===== config.mk =====
export PLATFORM = sky130hd
export DESIGN_NAME = id_ex_stage_flat
export DESIGN_NICKNAME = d
export VERILOG_FILES = /design/src/rtl/pipeline_pkg.sv /design/src/rtl/id_ex_stage_if.sv /design/src/rtl/fwd_unit.sv /design/src/rtl/id_ex_stage.sv /design/src/flat_wrapper.sv
export SDC_FILE = /design/constraint.sdc
export NUM_CORES = 1
export LEC_CHECK = 0
export CORE_ASPECT_RATIO = 0.6
export CORE_MARGIN = 5
export CORE_UTILIZATION = 24
export DETAILED_ROUTE_END_ITERATION = 8
export HOLD_SLACK_MARGIN = 0.06
export PLACE_DENSITY = 0.51
export SLEW_MARGIN = 20
export SYNTH_ARGS = -nofsm -noshare
export SYNTH_HDL_FRONTEND = slang
export SYNTH_SLANG_ARGS = --single-unit

===== constraint.sdc =====
create_clock -name clk_i -period 2.4 [get_ports clk_i]
set_input_delay 0.48 -clock clk_i [delete_from_list [all_inputs] [get_ports clk_i]]
set_output_delay 0.48 -clock clk_i [all_outputs]
set_load 0.01 [all_outputs]

===== src/rtl/pipeline_pkg.sv =====
// Shared types and widths for the ID/EX stage: ALU opcodes, operand selects,
// forwarding source tags and the registered ID field bundle.
package pipeline_pkg;

    localparam int DATA_W = 32;
    localparam int RA_W   = 5;

    typedef enum logic [3:0] {
        ALU_ADD  = 4'b0000,
        ALU_SUB  = 4'b0001,
        ALU_SLT  = 4'b0010,
        ALU_SLTU = 4'b0011,
        ALU_XOR  = 4'b0100,
        ALU_OR   = 4'b0101,
        ALU_AND  = 4'b0110,
        ALU_SLL  = 4'b0111,
        ALU_SRL  = 4'b1000,
        ALU_SRA  = 4'b1001,
        ALU_LUI  = 4'b1111
    } alu_op_e;

    typedef enum logic {
        OPA_RS1 = 1'b0,
        OPA_PC  = 1'b1
    } opa_sel_e;

    typedef enum logic {
        OPB_RS2 = 1'b0,
        OPB_IMM = 1'b1
    } opb_sel_e;

    typedef enum logic [1:0] {
        FWD_RF  = 2'd0,
        FWD_MEM = 2'd1,
        FWD_WB  = 2'd2
    } fwd_sel_e;

    // Data-path fields that a bubble leaves untouched.
    typedef struct packed {
        logic [DATA_W-1:0] pc;
        logic [DATA_W-1:0] rs1_data;
        logic [DATA_W-1:0] rs2_data;
        logic [DATA_W-1:0] imm;
        logic [RA_W-1:0]   rs1_addr;
        logic [RA_W-1:0]   rs2_addr;
        logic [RA_W-1:0]   rd_addr;
        opa_sel_e          opa_sel;
        opb_sel_e          opb_sel;
    } ex_data_t;

endpackage


===== src/rtl/id_ex_stage_if.sv =====
// Bus bundle around the ID/EX stage: decoded ID fields, MEM/WB forwarding
// sources and the EX-side outputs. The stage uses the slave modport.
interface id_ex_stage_if
    import pipeline_pkg::*;
#(
    parameter int CNT_W = 16
);
    logic              flush_i;
    logic              id_valid_i;
    logic [DATA_W-1:0] id_pc_i;
    logic [RA_W-1:0]   id_rs1_addr_i;
    logic [RA_W-1:0]   id_rs2_addr_i;
    logic [DATA_W-1:0] id_rs1_data_i;
    logic [DATA_W-1:0] id_rs2_data_i;
    logic [DATA_W-1:0] id_imm_i;
    logic [RA_W-1:0]   id_rd_addr_i;
    logic              id_rd_wren_i;
    logic [3:0]        id_alu_op_i;
    logic              id_opa_sel_i;
    logic              id_opb_sel_i;
    logic              id_mem_rden_i;
    logic              id_mem_wren_i;
    logic [RA_W-1:0]   mem_rd_addr_i;
    logic              mem_rd_wren_i;
    logic [DATA_W-1:0] mem_alu_data_i;
    logic [RA_W-1:0]   wb_rd_addr_i;
    logic              wb_rd_wren_i;
    logic [DATA_W-1:0] wb_data_i;

    logic [DATA_W-1:0] operand_a_o;
    logic [DATA_W-1:0] operand_b_o;
    logic [3:0]        alu_op_o;
    logic              ex_valid_o;
    logic [RA_W-1:0]   ex_rd_addr_o;
    logic              ex_rd_wren_o;
    logic              ex_mem_rden_o;
    logic              ex_mem_wren_o;
    logic [DATA_W-1:0] ex_store_data_o;
    logic [DATA_W-1:0] ex_pc_o;
    logic              stall_o;
    logic [CNT_W-1:0]  stall_cnt_o;

    modport master (
        output flush_i, id_valid_i, id_pc_i, id_rs1_addr_i, id_rs2_addr_i,
               id_rs1_data_i, id_rs2_data_i, id_imm_i, id_rd_addr_i, id_rd_wren_i,
               id_alu_op_i, id_opa_sel_i, id_opb_sel_i, id_mem_rden_i, id_mem_wren_i,
               mem_rd_addr_i, mem_rd_wren_i, mem_alu_data_i,
               wb_rd_addr_i, wb_rd_wren_i, wb_data_i,
        input  operand_a_o, operand_b_o, alu_op_o, ex_valid_o, ex_rd_addr_o,
               ex_rd_wren_o, ex_mem_rden_o, ex_mem_wren_o, ex_store_data_o,
               ex_pc_o, stall_o, stall_cnt_o
    );

    modport slave (
        input  flush_i, id_valid_i, id_pc_i, id_rs1_addr_i, id_rs2_addr_i,
               id_rs1_data_i, id_rs2_data_i, id_imm_i, id_rd_addr_i, id_rd_wren_i,
               id_alu_op_i, id_opa_sel_i, id_opb_sel_i, id_mem_rden_i, id_mem_wren_i,
               mem_rd_addr_i, mem_rd_wren_i, mem_alu_data_i,
               wb_rd_addr_i, wb_rd_wren_i, wb_data_i,
        output operand_a_o, operand_b_o, alu_op_o, ex_valid_o, ex_rd_addr_o,
               ex_rd_wren_o, ex_mem_rden_o, ex_mem_wren_o, ex_store_data_o,
               ex_pc_o, stall_o, stall_cnt_o
    );

endinterface


===== src/rtl/fwd_unit.sv =====
// Per-register forwarding mux: MEM result beats WB result beats regfile data;
// x0 is never forwarded and always reads zero.
module fwd_unit
    import pipeline_pkg::*;
(
    input  logic [RA_W-1:0]   rs_addr_i,
    input  logic [RA_W-1:0]   mem_rd_addr_i,
    input  logic              mem_rd_wren_i,
    input  logic [DATA_W-1:0] mem_data_i,
    input  logic [RA_W-1:0]   wb_rd_addr_i,
    input  logic              wb_rd_wren_i,
    input  logic [DATA_W-1:0] wb_data_i,
    input  logic [DATA_W-1:0] rf_data_i,
    output logic [DATA_W-1:0] fwd_data_o,
    output fwd_sel_e          fwd_sel_o
);
    logic rs_nz;

    assign rs_nz = (rs_addr_i != '0);

    always_comb begin
        fwd_sel_o = FWD_RF;
        if (rs_nz && mem_rd_wren_i && (mem_rd_addr_i == rs_addr_i)) begin
            fwd_sel_o = FWD_MEM;
        end else if (rs_nz && wb_rd_wren_i && (wb_rd_addr_i == rs_addr_i)) begin
            fwd_sel_o = FWD_WB;
        end
    end

    always_comb begin
        case (fwd_sel_o)
            FWD_MEM: fwd_data_o = mem_data_i;
            FWD_WB:  fwd_data_o = wb_data_i;
            default: fwd_data_o = rs_nz ? rf_data_i : '0;
        endcase
    end

endmodule


===== src/rtl/id_ex_stage.sv =====
// ID/EX pipeline register feeding the ALU: operand forwarding and select,
// load-use hazard detection with bubble insertion, saturating stall counter.
module id_ex_stage
    import pipeline_pkg::*;
#(
    parameter int CNT_W = 16
) (
    input logic          clk_i,
    input logic          rst_ni,
    id_ex_stage_if.slave io
);
    ex_data_t          ex_q, ex_d;
    logic              valid_q, valid_d;
    logic              rd_wren_q, rd_wren_d;
    logic              mem_rden_q, mem_rden_d;
    logic              mem_wren_q, mem_wren_d;
    alu_op_e           alu_op_q, alu_op_d;
    logic [CNT_W-1:0]  stall_cnt_q, stall_cnt_d;

    logic [DATA_W-1:0] fwd_rs1, fwd_rs2;
    fwd_sel_e          fwd_sel_rs1, fwd_sel_rs2;
    logic              hz, stall, bubble, capture_en;
    logic              unused_fwd_sel;

    fwd_unit u_fwd_rs1 (
        .rs_addr_i     (ex_q.rs1_addr),
        .mem_rd_addr_i (io.mem_rd_addr_i),
        .mem_rd_wren_i (io.mem_rd_wren_i),
        .mem_data_i    (io.mem_alu_data_i),
        .wb_rd_addr_i  (io.wb_rd_addr_i),
        .wb_rd_wren_i  (io.wb_rd_wren_i),
        .wb_data_i     (io.wb_data_i),
        .rf_data_i     (ex_q.rs1_data),
        .fwd_data_o    (fwd_rs1),
        .fwd_sel_o     (fwd_sel_rs1)
    );

    fwd_unit u_fwd_rs2 (
        .rs_addr_i     (ex_q.rs2_addr),
        .mem_rd_addr_i (io.mem_rd_addr_i),
        .mem_rd_wren_i (io.mem_rd_wren_i),
        .mem_data_i    (io.mem_alu_data_i),
        .wb_rd_addr_i  (io.wb_rd_addr_i),
        .wb_rd_wren_i  (io.wb_rd_wren_i),
        .wb_data_i     (io.wb_data_i),
        .rf_data_i     (ex_q.rs2_data),
        .fwd_data_o    (fwd_rs2),
        .fwd_sel_o     (fwd_sel_rs2)
    );

    assign unused_fwd_sel = ^{fwd_sel_rs1, fwd_sel_rs2};

    // Both rs fields are compared, even when operand_b comes from the immediate.
    assign hz = valid_q & mem_rden_q & (rd_addr_nz(ex_q.rd_addr))
              & io.id_valid_i
              & ((io.id_rs1_addr_i == ex_q.rd_addr) | (io.id_rs2_addr_i == ex_q.rd_addr));
    assign stall      = hz & ~io.flush_i;
    assign bubble     = io.flush_i | hz;
    assign capture_en = ~bubble & io.id_valid_i;

    function automatic logic rd_addr_nz(input logic [RA_W-1:0] a);
        return a != '0;
    endfunction

    always_comb begin
        ex_d        = ex_q;
        valid_d     = capture_en;
        rd_wren_d   = capture_en & io.id_rd_wren_i;
        mem_rden_d  = capture_en & io.id_mem_rden_i;
        mem_wren_d  = capture_en & io.id_mem_wren_i;
        alu_op_d    = ALU_ADD;
        stall_cnt_d = stall_cnt_q;
        if (!bubble) begin
            alu_op_d      = alu_op_e'(io.id_alu_op_i);
            ex_d.pc       = io.id_pc_i;
            ex_d.rs1_data = io.id_rs1_data_i;
            ex_d.rs2_data = io.id_rs2_data_i;
            ex_d.imm      = io.id_imm_i;
            ex_d.rs1_addr = io.id_rs1_addr_i;
            ex_d.rs2_addr = io.id_rs2_addr_i;
            ex_d.rd_addr  = io.id_rd_addr_i;
            ex_d.opa_sel  = opa_sel_e'(io.id_opa_sel_i);
            ex_d.opb_sel  = opb_sel_e'(io.id_opb_sel_i);
        end
        if (stall && (stall_cnt_q != '1)) begin
            stall_cnt_d = stall_cnt_q + CNT_W'(1);
        end
    end

    always_ff @(posedge clk_i or negedge rst_ni) begin
        if (!rst_ni) begin
            ex_q        <= '0;
            valid_q     <= 1'b0;
            rd_wren_q   <= 1'b0;
            mem_rden_q  <= 1'b0;
            mem_wren_q  <= 1'b0;
            alu_op_q    <= ALU_ADD;
            stall_cnt_q <= '0;
        end else begin
            ex_q        <= ex_d;
            valid_q     <= valid_d;
            rd_wren_q   <= rd_wren_d;
            mem_rden_q  <= mem_rden_d;
            mem_wren_q  <= mem_wren_d;
            alu_op_q    <= alu_op_d;
            stall_cnt_q <= stall_cnt_d;
        end
    end

    assign io.operand_a_o     = (ex_q.opa_sel == OPA_PC)  ? ex_q.pc  : fwd_rs1;
    assign io.operand_b_o     = (ex_q.opb_sel == OPB_IMM) ? ex_q.imm : fwd_rs2;
    assign io.alu_op_o        = alu_op_q;
    assign io.ex_valid_o      = valid_q;
    assign io.ex_rd_addr_o    = ex_q.rd_addr;
    assign io.ex_rd_wren_o    = rd_wren_q;
    assign io.ex_mem_rden_o   = mem_rden_q;
    assign io.ex_mem_wren_o   = mem_wren_q;
    assign io.ex_store_data_o = fwd_rs2;
    assign io.ex_pc_o         = ex_q.pc;
    assign io.stall_o         = stall;
    assign io.stall_cnt_o     = stall_cnt_q;

endmodule


===== src/flat_wrapper.sv =====
// flat-port wrapper written by rule: the top's interface ports become plain ports
module id_ex_stage_flat import pipeline_pkg::*;
#(
    parameter int CNT_W = 16
)
  (clk_i, rst_ni, io_flush_i, io_id_valid_i, io_id_pc_i, io_id_rs1_addr_i, io_id_rs2_addr_i, io_id_rs1_data_i, io_id_rs2_data_i, io_id_imm_i, io_id_rd_addr_i, io_id_rd_wren_i, io_id_alu_op_i, io_id_opa_sel_i, io_id_opb_sel_i, io_id_mem_rden_i, io_id_mem_wren_i, io_mem_rd_addr_i, io_mem_rd_wren_i, io_mem_alu_data_i, io_wb_rd_addr_i, io_wb_rd_wren_i, io_wb_data_i, io_operand_a_o, io_operand_b_o, io_alu_op_o, io_ex_valid_o, io_ex_rd_addr_o, io_ex_rd_wren_o, io_ex_mem_rden_o, io_ex_mem_wren_o, io_ex_store_data_o, io_ex_pc_o, io_stall_o, io_stall_cnt_o);
  id_ex_stage_if #(.CNT_W(CNT_W)) io_i ();
  input logic clk_i;
  input logic rst_ni;
  input wire logic [$bits(io_i.flush_i)-1:0] io_flush_i;
  input wire logic [$bits(io_i.id_valid_i)-1:0] io_id_valid_i;
  input wire logic [$bits(io_i.id_pc_i)-1:0] io_id_pc_i;
  input wire logic [$bits(io_i.id_rs1_addr_i)-1:0] io_id_rs1_addr_i;
  input wire logic [$bits(io_i.id_rs2_addr_i)-1:0] io_id_rs2_addr_i;
  input wire logic [$bits(io_i.id_rs1_data_i)-1:0] io_id_rs1_data_i;
  input wire logic [$bits(io_i.id_rs2_data_i)-1:0] io_id_rs2_data_i;
  input wire logic [$bits(io_i.id_imm_i)-1:0] io_id_imm_i;
  input wire logic [$bits(io_i.id_rd_addr_i)-1:0] io_id_rd_addr_i;
  input wire logic [$bits(io_i.id_rd_wren_i)-1:0] io_id_rd_wren_i;
  input wire logic [$bits(io_i.id_alu_op_i)-1:0] io_id_alu_op_i;
  input wire logic [$bits(io_i.id_opa_sel_i)-1:0] io_id_opa_sel_i;
  input wire logic [$bits(io_i.id_opb_sel_i)-1:0] io_id_opb_sel_i;
  input wire logic [$bits(io_i.id_mem_rden_i)-1:0] io_id_mem_rden_i;
  input wire logic [$bits(io_i.id_mem_wren_i)-1:0] io_id_mem_wren_i;
  input wire logic [$bits(io_i.mem_rd_addr_i)-1:0] io_mem_rd_addr_i;
  input wire logic [$bits(io_i.mem_rd_wren_i)-1:0] io_mem_rd_wren_i;
  input wire logic [$bits(io_i.mem_alu_data_i)-1:0] io_mem_alu_data_i;
  input wire logic [$bits(io_i.wb_rd_addr_i)-1:0] io_wb_rd_addr_i;
  input wire logic [$bits(io_i.wb_rd_wren_i)-1:0] io_wb_rd_wren_i;
  input wire logic [$bits(io_i.wb_data_i)-1:0] io_wb_data_i;
  output wire logic [$bits(io_i.operand_a_o)-1:0] io_operand_a_o;
  output wire logic [$bits(io_i.operand_b_o)-1:0] io_operand_b_o;
  output wire logic [$bits(io_i.alu_op_o)-1:0] io_alu_op_o;
  output wire logic [$bits(io_i.ex_valid_o)-1:0] io_ex_valid_o;
  output wire logic [$bits(io_i.ex_rd_addr_o)-1:0] io_ex_rd_addr_o;
  output wire logic [$bits(io_i.ex_rd_wren_o)-1:0] io_ex_rd_wren_o;
  output wire logic [$bits(io_i.ex_mem_rden_o)-1:0] io_ex_mem_rden_o;
  output wire logic [$bits(io_i.ex_mem_wren_o)-1:0] io_ex_mem_wren_o;
  output wire logic [$bits(io_i.ex_store_data_o)-1:0] io_ex_store_data_o;
  output wire logic [$bits(io_i.ex_pc_o)-1:0] io_ex_pc_o;
  output wire logic [$bits(io_i.stall_o)-1:0] io_stall_o;
  output wire logic [$bits(io_i.stall_cnt_o)-1:0] io_stall_cnt_o;
  assign io_i.flush_i = io_flush_i;
  assign io_i.id_valid_i = io_id_valid_i;
  assign io_i.id_pc_i = io_id_pc_i;
  assign io_i.id_rs1_addr_i = io_id_rs1_addr_i;
  assign io_i.id_rs2_addr_i = io_id_rs2_addr_i;
  assign io_i.id_rs1_data_i = io_id_rs1_data_i;
  assign io_i.id_rs2_data_i = io_id_rs2_data_i;
  assign io_i.id_imm_i = io_id_imm_i;
  assign io_i.id_rd_addr_i = io_id_rd_addr_i;
  assign io_i.id_rd_wren_i = io_id_rd_wren_i;
  assign io_i.id_alu_op_i = io_id_alu_op_i;
  assign io_i.id_opa_sel_i = io_id_opa_sel_i;
  assign io_i.id_opb_sel_i = io_id_opb_sel_i;
  assign io_i.id_mem_rden_i = io_id_mem_rden_i;
  assign io_i.id_mem_wren_i = io_id_mem_wren_i;
  assign io_i.mem_rd_addr_i = io_mem_rd_addr_i;
  assign io_i.mem_rd_wren_i = io_mem_rd_wren_i;
  assign io_i.mem_alu_data_i = io_mem_alu_data_i;
  assign io_i.wb_rd_addr_i = io_wb_rd_addr_i;
  assign io_i.wb_rd_wren_i = io_wb_rd_wren_i;
  assign io_i.wb_data_i = io_wb_data_i;
  assign io_operand_a_o = io_i.operand_a_o;
  assign io_operand_b_o = io_i.operand_b_o;
  assign io_alu_op_o = io_i.alu_op_o;
  assign io_ex_valid_o = io_i.ex_valid_o;
  assign io_ex_rd_addr_o = io_i.ex_rd_addr_o;
  assign io_ex_rd_wren_o = io_i.ex_rd_wren_o;
  assign io_ex_mem_rden_o = io_i.ex_mem_rden_o;
  assign io_ex_mem_wren_o = io_i.ex_mem_wren_o;
  assign io_ex_store_data_o = io_i.ex_store_data_o;
  assign io_ex_pc_o = io_i.ex_pc_o;
  assign io_stall_o = io_i.stall_o;
  assign io_stall_cnt_o = io_i.stall_cnt_o;
  id_ex_stage #(.CNT_W(CNT_W)) u_core (.clk_i(clk_i), .rst_ni(rst_ni), .io(io_i));
endmodule

### After elaboration in Yosys (flattened, before gate mapping)

Index checks and enable logic that the tools add are counted.

* logic and storage cells: 63
* output and inout bits: 158
* register bits: 169

* reduce and logical (&&, ||, !) cells: 12
* muxes and demuxes: 11
* add/sub/neg operators: 1
* equality and inequality tests: 11
* bitwise operators: 13

Operators by type and width (number)
* 32-bit 2-to-1 mux: 4
* 32-bit case mux with 2 select lines: 2
* 5-bit == test: 6
* 16-bit by 1-bit adder with 16-bit output (second input constant): 1
* 16-bit inequality test (second input constant): 1
* 5-bit nonzero test: 3
* 1-bit AND: 9
* 1-bit logical AND: 9
* 2-bit 2-to-1 mux: 4
* 2-bit by 1-bit == test with 1-bit output (second input constant): 2
* 2-bit == test (second input constant): 2
* 4-bit 2-to-1 mux: 1
* 1-bit NOT: 2
* 1-bit bitwise OR: 2

### Logic depth before layout (Yosys ltp)

Gate-level depths: netlist of the first run.

* depth in word-level cells: 8
* mapped depth: 8
* mapped depth without buffers: 6

### By module

Synthesis of the first run repeated with hierarchy kept, for this count alone.

* cell total of the unflattened synthesis: 907
* area, all modules: 10004.6 um2

Modules (own cells, without submodules)
* id_ex_stage: area each 7722.4 um2, instances 1, cells an instance 545, seq. area each 4229.1 um2
* fwd_unit: area each 1141.1 um2, instances 2, cells an instance 181, seq. area each 0.0 um2

### Worst setup path after synthesis of the first run

Ideal clock, no wire load.

* path kind: flip-flop to output port
* start point: register u_core.ex_q[8] in the netlist's numbering
* end point: output port io_operand_b_o[10]
* required time: 1.920 ns
* path slack: -0.021 ns
* cell stages (with the launch flop): 8
* data arrival time: 1.941 ns
* cell sequence: dfrtp_1 > or4_1 > o211a_1 > and2_1 > buf_2 > buf_6 > a221oi_2 > o31ai_1

* word-level cells in the longest chain between the ends: 8

Ends and longest elaborated chain
* from (decl): RTL line id_ex_stage.sv:12 `ex_data_t ex_q, ex_d;`
* from (signal assigned): RTL line id_ex_stage.sv:92 `ex_q <= '0;`
* from (signal assigned): RTL line id_ex_stage.sv:100 `ex_q <= ex_d;`
* 5-bit nonzero test: RTL line fwd_unit.sv:19 `assign rs_nz = (rs_addr_i != '0);`
* 1-bit logical AND (2 in series): RTL line fwd_unit.sv:25 `end else if (rs_nz && wb_rd_wren_i && (wb_rd_addr_i == rs_addr_i)) begin`
* 2-bit 2-to-1 mux: RTL line fwd_unit.sv:25
* 2-bit 2-to-1 mux: RTL line fwd_unit.sv:23 `if (rs_nz && mem_rd_wren_i && (mem_rd_addr_i == rs_addr_i)) begin`
* 2-bit == test or 2-bit by 1-bit == test with 1-bit output (tied branches): RTL line fwd_unit.sv:31 `case (fwd_sel_o)`
* 32-bit case mux with 2 select lines *: RTL line fwd_unit.sv:31
* 32-bit 2-to-1 mux *: RTL line id_ex_stage.sv:111 `assign io.operand_b_o = (ex_q.opb_sel == OPB_IMM) ? ex_q.imm : fwd_rs2;`
* to (decl): RTL line flat_wrapper.sv:32 `output wire logic [$bits(io_i.operand_b_o)-1:0] io_operand_b_o;`

Mark *: on every way between the ends. The rest lies on a longest branch, timed or not.

### Worst setup path in the final report of the first run

* start point: register u_core.ex_q[11] in the netlist's numbering
* end point: output port io_operand_b_o[24]

The elaborated chain is that of the path after synthesis.

==> run summary, run 1 <==
WL final: 41800 um
fill count: 3632
Longest Clk Path Bufs: 2
Final Critical Period: 3220 ps
antenna viol nets, final: 0
router iterations before antenna repair: 4
TNS Setup: -60090 ps
Rows: 55
WHS: 485 ps
die area: 42900 um2
Clk Latency, worst-skew pair: 450 ps
max_slew headroom: 62.8%
EDFF count, synth: 0
share of cells above drive strength 1: 36.0%
crit-path max FO: 5
vias per inst: 4.56
vias: 8375
Area growth syn-to-layout: 77.0%
commonest non-fill, non-tap cell in the layout: clkdlybuf4s50_1
final worst setup slack: -820 ps
Synth Warn #: 0
largest net degree at the start of global routing: 58
Final HPWL DP: 29400 um
Syn Area/Cell: 11.3 um2
CP required: 1920 ps
top cells by area, synth: dfrtp_1 (45%), mux2_1 (13%), a221oi_2 (4.8%), mux2_2 (4.8%), mux2i_1 (3.4%)
final hold vios: 0
hold-critical path depth: 1
die width: 264 um
post-synthesis cell count: 826
RSZ-0062 raised after global routing: true
gr usage total: 18.9%
Initial Util: 24.5%
WL/cell: 22.8 um
register area share after synthesis: 45.5%
FFs w/ async S/R, synth: 100%
Starting DRT DRC Count: 386
Slew @ Worst Pin: 557 ps
cell taking the most area after synthesis: dfrtp_1
first-pass GRT wire length: 61000 um
kind of end point of the critical path: primary output
Mapped Area: 9300 um2
Die Ht: 162 um
htree depth: 4
final setup fails: 96
Final #Nets: 1543
worst min-delay path class: reg -> reg
clk_skew: 14.3 ps
Top Ports: 390
core area: 38000 um2
Final Wtd Congestion: 0.830
crit path DAT: 2740 ps
vias in the first global route: 9151
Max Cap Viol: 0
failing checks: setup timing
TritonCTS Buffers: 17
clk sinks: 169
I/O Buffers: 389
DRC Markers: 0
clk slew on worst S/H paths: 70 ps
Max Transition Viols Final: 0
Final Cycle Share: 134%
most frequent cells in the layout: clkdlybuf4s50_1 (283), dfrtp_1 (165), mux2_1 (104)
peak supply drop: 0.417 mV
status: complete, but fails checks
gr ovfl total: 0
Clock Tree Root: clkbuf_16
static leakage: 0.00676 uW
Fmax: 311 MHz
Power per Cell Area: 548 nW/um2
area share of the largest cell type after synthesis: 45.5%
flops & latches, synth: 169
fin util: 43.3%
Syn Nets: 1059
depth of the worst register-to-register path: 13
initial antenna violation count: 5
startpoint types: flop
count of cell types in the netlist: 41
Post-synth top flop: dfrtp_1
critical path type: reg -> out
TritonCTS clock tree: done
[cell families after synthesis]
kind of cell,Yosys count,synth area share [%]
compound gates,109,11.8
xor+xnor,45,4.24
fa+ha+maj,1,0.135
buf+inv,123,7.92
flops,169,45.5
mux,176,20.9
simple gates,203,9.59
[timing repair]
action                                  CTS  global route
cloned                                   13             2
resized for setup                       474           104
hold endpoints to repair                 43             0
endpoints found under the setup margin   97           109
hold buffers                              1             0
pin swaps                                71            67
buffers inserted                         46            15
[final timing paths]
path,start,endpoint,slack (ps)
max,u_core.ex_q[11],io_operand_b_o[24],-820
min,u_core.ex_q[83],u_core.ex_q[83],480
max reg2reg,u_core.io.ex_rd_addr_o[1],u_core.io.stall_cnt_o[5],60
min reg2reg,u_core.ex_q[83],u_core.ex_q[83],480
max in group asynchronous,rst_ni,u_core.ex_q[98],1160
min in group asynchronous,rst_ni,u_core.io.stall_cnt_o[13],580
[registers in the layout, indices dropped and copies added, names as in the netlist]
name and cells:
u_core.ex_q 108, u_core.io.alu_op_o 4, u_core.io.ex_mem_wren_o 1, u_core.io.stall_cnt_o 16
u_core.io.ex_valid_o 1, u_core.io.ex_rd_addr_o 5, u_core.io.ex_pc_o 32, u_core.io.ex_mem_rden_o 1
u_core.io.ex_rd_wren_o 1
[report_power, final]
group | total [uW] | internal [uW] | switching (uW) | leakage (uW)
Clock | 2890 | 1570 | 1320 | 0.000273
Combinational | 2830 | 1560 | 1270 | 0.00446
Sequential | 3300 | 3100 | 201 | 0.00202
[routing by layer]
metal | routed length (um) | vias to the layer above | global-route usage (%)
met5 | 39 | - | 0
met4 | 389 | 6 | 3.38
met3 | 2340 | 24 | 4.95
met2 | 19300 | 210 | 30.3
met1 | 19700 | 4223 | 26.2
li1 | - | 3912 | -
[cells in the mapped netlist (9+ instances only)]
master	n
mux2_2	40
clkbuf_1	18
mux2i_1	32
buf_4	38
nand2_1	74
o221ai_1	32
inv_1	33
buf_2	16
nor2_1	71
dfrtp_1	169
xnor2_1	32
a221oi_2	30
o31ai_1	32
and2_1	9
buf_6	15
xor2_1	13
mux2_1	104
nand3_1	19
[through the flow]
| step | worst slack, ps | total power, uW | instance area [um2] | instances |
|---|---|---|---|---|
| 2_1_floorplan | -8.65 | 4460 | 9570 | 826 |
| 3_3_place_gp | -1140 | 5980 | 14500 | 1734 |
| 3_5_place_dp | -1120 | 5990 | 14500 | 1734 |
| 4_1_cts | -896 | 9060 | 16100 | 1824 |
| 5_1_grt | -921 | 9470 | 16500 | 1837 |
| 6_report | -820 | 9030 | 16500 | 1838 |
[critical path, cell delays in order (launching register included)]
cell	delay, ps
dfrtp_1	410
or4_4	570
buf_6	150
nor2_4	90
nor3_4	50
buf_12	150
buf_12	150
a221oi_4	350
buf_4	190
o31ai_4	50
buf_6	140
[layout make-up]
type	count	area, um2	share of cell area, %
sequential	169	4240	25.7
multi-input combinational	534	5380	32.7
antenna	3	7.51	0.0456
clock buffer	19	443	2.69
clock inverter	12	139	0.844
inverter	33	124	0.752
timing repair buffer	555	5490	33.3
tap	513	642	3.90
Note: power is estimated with default switching activity, not from simulation.
==> run 2, diff against run 1 <==
CORE_MARGIN = 2   (was 5)
PLACE_DENSITY = 0.49   (was 0.51)
clock period = 4.05 ns   (was 2.4 ns; I/O delays follow)
==> run 2 against run 1 <==
Effect of this change:
- the flow still finishes with violations (setup timing)
- wire length decreased by 13%
- combinational power decreased by 50%
- register-to-register slack improved by 1400 ps
- setup slack improved by 800 ps
- worst hold slack got worse by 100 ps
- first-iteration DRC count increased by 20%
- via count decreased by 6.0%
- die area decreased by 5.9%
- power decreased by 44%
- core utilization decreased by 4.7 points
- critical endpoint is now io_ex_store_data_o[10]
- largest power group unchanged
==> run summary, run 2 (synthesized netlist as in run 1, its figures left out) <==
TNS Setup: -21.0 ps
WP depth: 10
Initial Util: 24.5%
share of cells above drive strength 1: 13.9%
peak supply drop: 0.273 mV
Final Cycle Share: 101%
Psw: 1490 uW
Area growth syn-to-layout: 57.7%
met2 WL: 16800 um
placed cell areas: 13700 um2
clk_skew: 9.52 ps
Cell Chain, Critical Path: clkdlybuf4s50_1 -> xnor2_1 -> nand4_1 -> nor3_4 -> buf_12 -> buf_6 -> a221oi_2 -> buf_4 -> nor2_1 -> clkdlybuf4s50_1
CP bufs+invs: 5
R2R setup slack: 1440 ps
router iterations before antenna repair: 4
worst min-delay path class: in -> async
Longest Clk Path Bufs: 2
crit-path max FO: 7
clock power share: 32.7%
fill count: 3719
final worst setup slack: -21.0 ps
cell repeated most along the worst path: clkdlybuf4s50_1
Starting DRT DRC Count: 464
total power: 5040 uW
switching share of power: 29.5%
vias in the first global route: 8388
gr ovfl total: 0
max_slew headroom: 34.4%
Largest Register: u_core.ex_q
startpoint types: input port
Rows: 55
Power per Cell Area: 344 nW/um2
Critical Path Source: io_wb_rd_addr_i[3]
Clk Latency, worst-skew pair: 440 ps
DRC Markers: 0
Die Ht: 156 um
TritonCTS clock tree: done
CP required: 3240 ps
crit path DAT: 3260 ps
vias: 7869
core area: 37900 um2
Final Critical Period: 4070 ps
Max Transition Viols Final: 0
Final HPWL DP: 26900 um
met1 WL: 17200 um
Reg power frac: 39.1%
WL/cell: 21.2 um
final hold vios: 0
failing checks: setup timing
status: complete, but fails checks
die width: 258 um
antenna viol nets, final: 0
commonest non-fill, non-tap cell in the layout: clkdlybuf4s50_1
Critical Path Max Stage Delay: 560 ps
htree depth: 4
Seq. cell area: 4230 um2
static leakage: 0.00617 uW
Final #Nets: 1428
fin util: 38.7%
slowest CP cell: clkdlybuf4s50_1
Logic pwr share: 28.2%
RSZ-0062 raised after global routing: true
first-pass GRT wire length: 53800 um
Largest register FFs: 108
WL final: 36500 um
FF-to-FF End: u_core.ex_q[39]
Multi-input gate area: 4490 um2
met3 wire len: 2080 um
critical path type: in -> out
largest net degree at the start of global routing: 72
TritonCTS Buffers: 17
clk sinks: 169
Fmax: 246 MHz
clk slew on worst S/H paths: 70 ps
CP delay by family, top: buffers and inverters
initial antenna violation count: 3
kind of end point of the critical path: primary output
Max Cap Viol: 0
most frequent cells in the layout: clkdlybuf4s50_1 (339), dfrtp_1 (167), mux2_1 (104)
Final Wtd Congestion: 0.832
depth of the worst register-to-register path: 5
post-route cell area: 14700 um2
Top Ports: 390
Internal: 3550 uW
Clock Tree Root: clkbuf_16
vias per inst: 4.57
Top Layer Used: met5
crit path capture: io_ex_store_data_o[10]
Critical R2R Launch: u_core.io.ex_rd_addr_o[1]
I/O Buffers: 389
final setup fails: 1
Slew @ Worst Pin: 983 ps
gr usage total: 17.8%
die area: 40400 um2
run 2: cell count changes in the layout (fill, tap and decap cells not counted), sizes merged:
cell | previous run | this run
clkinvlp | 4 | 3
clkdlybuf4s50 | 283 | 339
clkbuf | 32 | 21
buf | 250 | 50
dlygate4sd3 | 1 | 0
dlymetal6s2s | 2 | 43
clkinv | 1 | 3
bufinv | 2 | 1
run 2: timing repair:
action / in CTS / in global routing
gates cloned: 0 / 1
resized for setup: 10 / 61
buffers inserted: 1 / 7
pin swaps: 0 / 2
endpoints found under the setup margin: 12 / 65
hold buffers: 0 / 0
run 2: power by group through the flow:
stage | sequential (uW) | combinational [uW] | clock (uW)
after floorplan | 1940 | 640 | 0
after global placement | 2000 | 1430 | 0
after detailed placement | 2000 | 1430 | 0
after CTS | 1970 | 1440 | 1720
after global routing | 1990 | 1530 | 1800
final | 1970 | 1420 | 1650
run 2: stage by stage:
| stage | hold slack, ps | cells | setup WS (ps) |
|---|---|---|---|
| finish | 381 | 1723 | -21.0 |
| global route | 410 | 1722 | -109 |
| CTS | 406 | 1712 | -13.9 |
| detailed placement | 475 | 1680 | -77.4 |
| global placement | 470 | 1680 | -154 |
| floorplan | 457 | 826 | 1050 |
run 2: worst min path at each step:
| stage | end | slack [ps] | cells after the start |
|---|---|---|---|
| after CTS | u_core.ex_q[109] | 410 | 1 |
| final | u_core.ex_q[109] | 380 | 1 |
| after floorplan | u_core.ex_q[100] | 460 | 1 |
| after global placement | u_core.ex_q[97] | 470 | 1 |
| after global routing | u_core.ex_q[109] | 410 | 1 |
| after detailed placement | u_core.ex_q[82] | 480 | 1 |
run 2: layout make-up:
| type | instances | share of cell area, % |
|---|---|---|
| inverters | 33 | 0.845 |
| well taps | 513 | 4.38 |
| clock inverters | 12 | 0.785 |
| diodes | 3 | 0.0512 |
| repair buffers | 440 | 31.4 |
| multi-input cells | 534 | 30.6 |
| flip-flops and latches | 169 | 28.9 |
| clock buffers | 19 | 3.09 |
run 2: routing by layer:
layer  vias up  global-route usage (%)
met5         -                       0
met1      3949                    24.3
met4         2                    3.63
li1       3677                       -
met2       224                    28.4
met3        17                    4.75
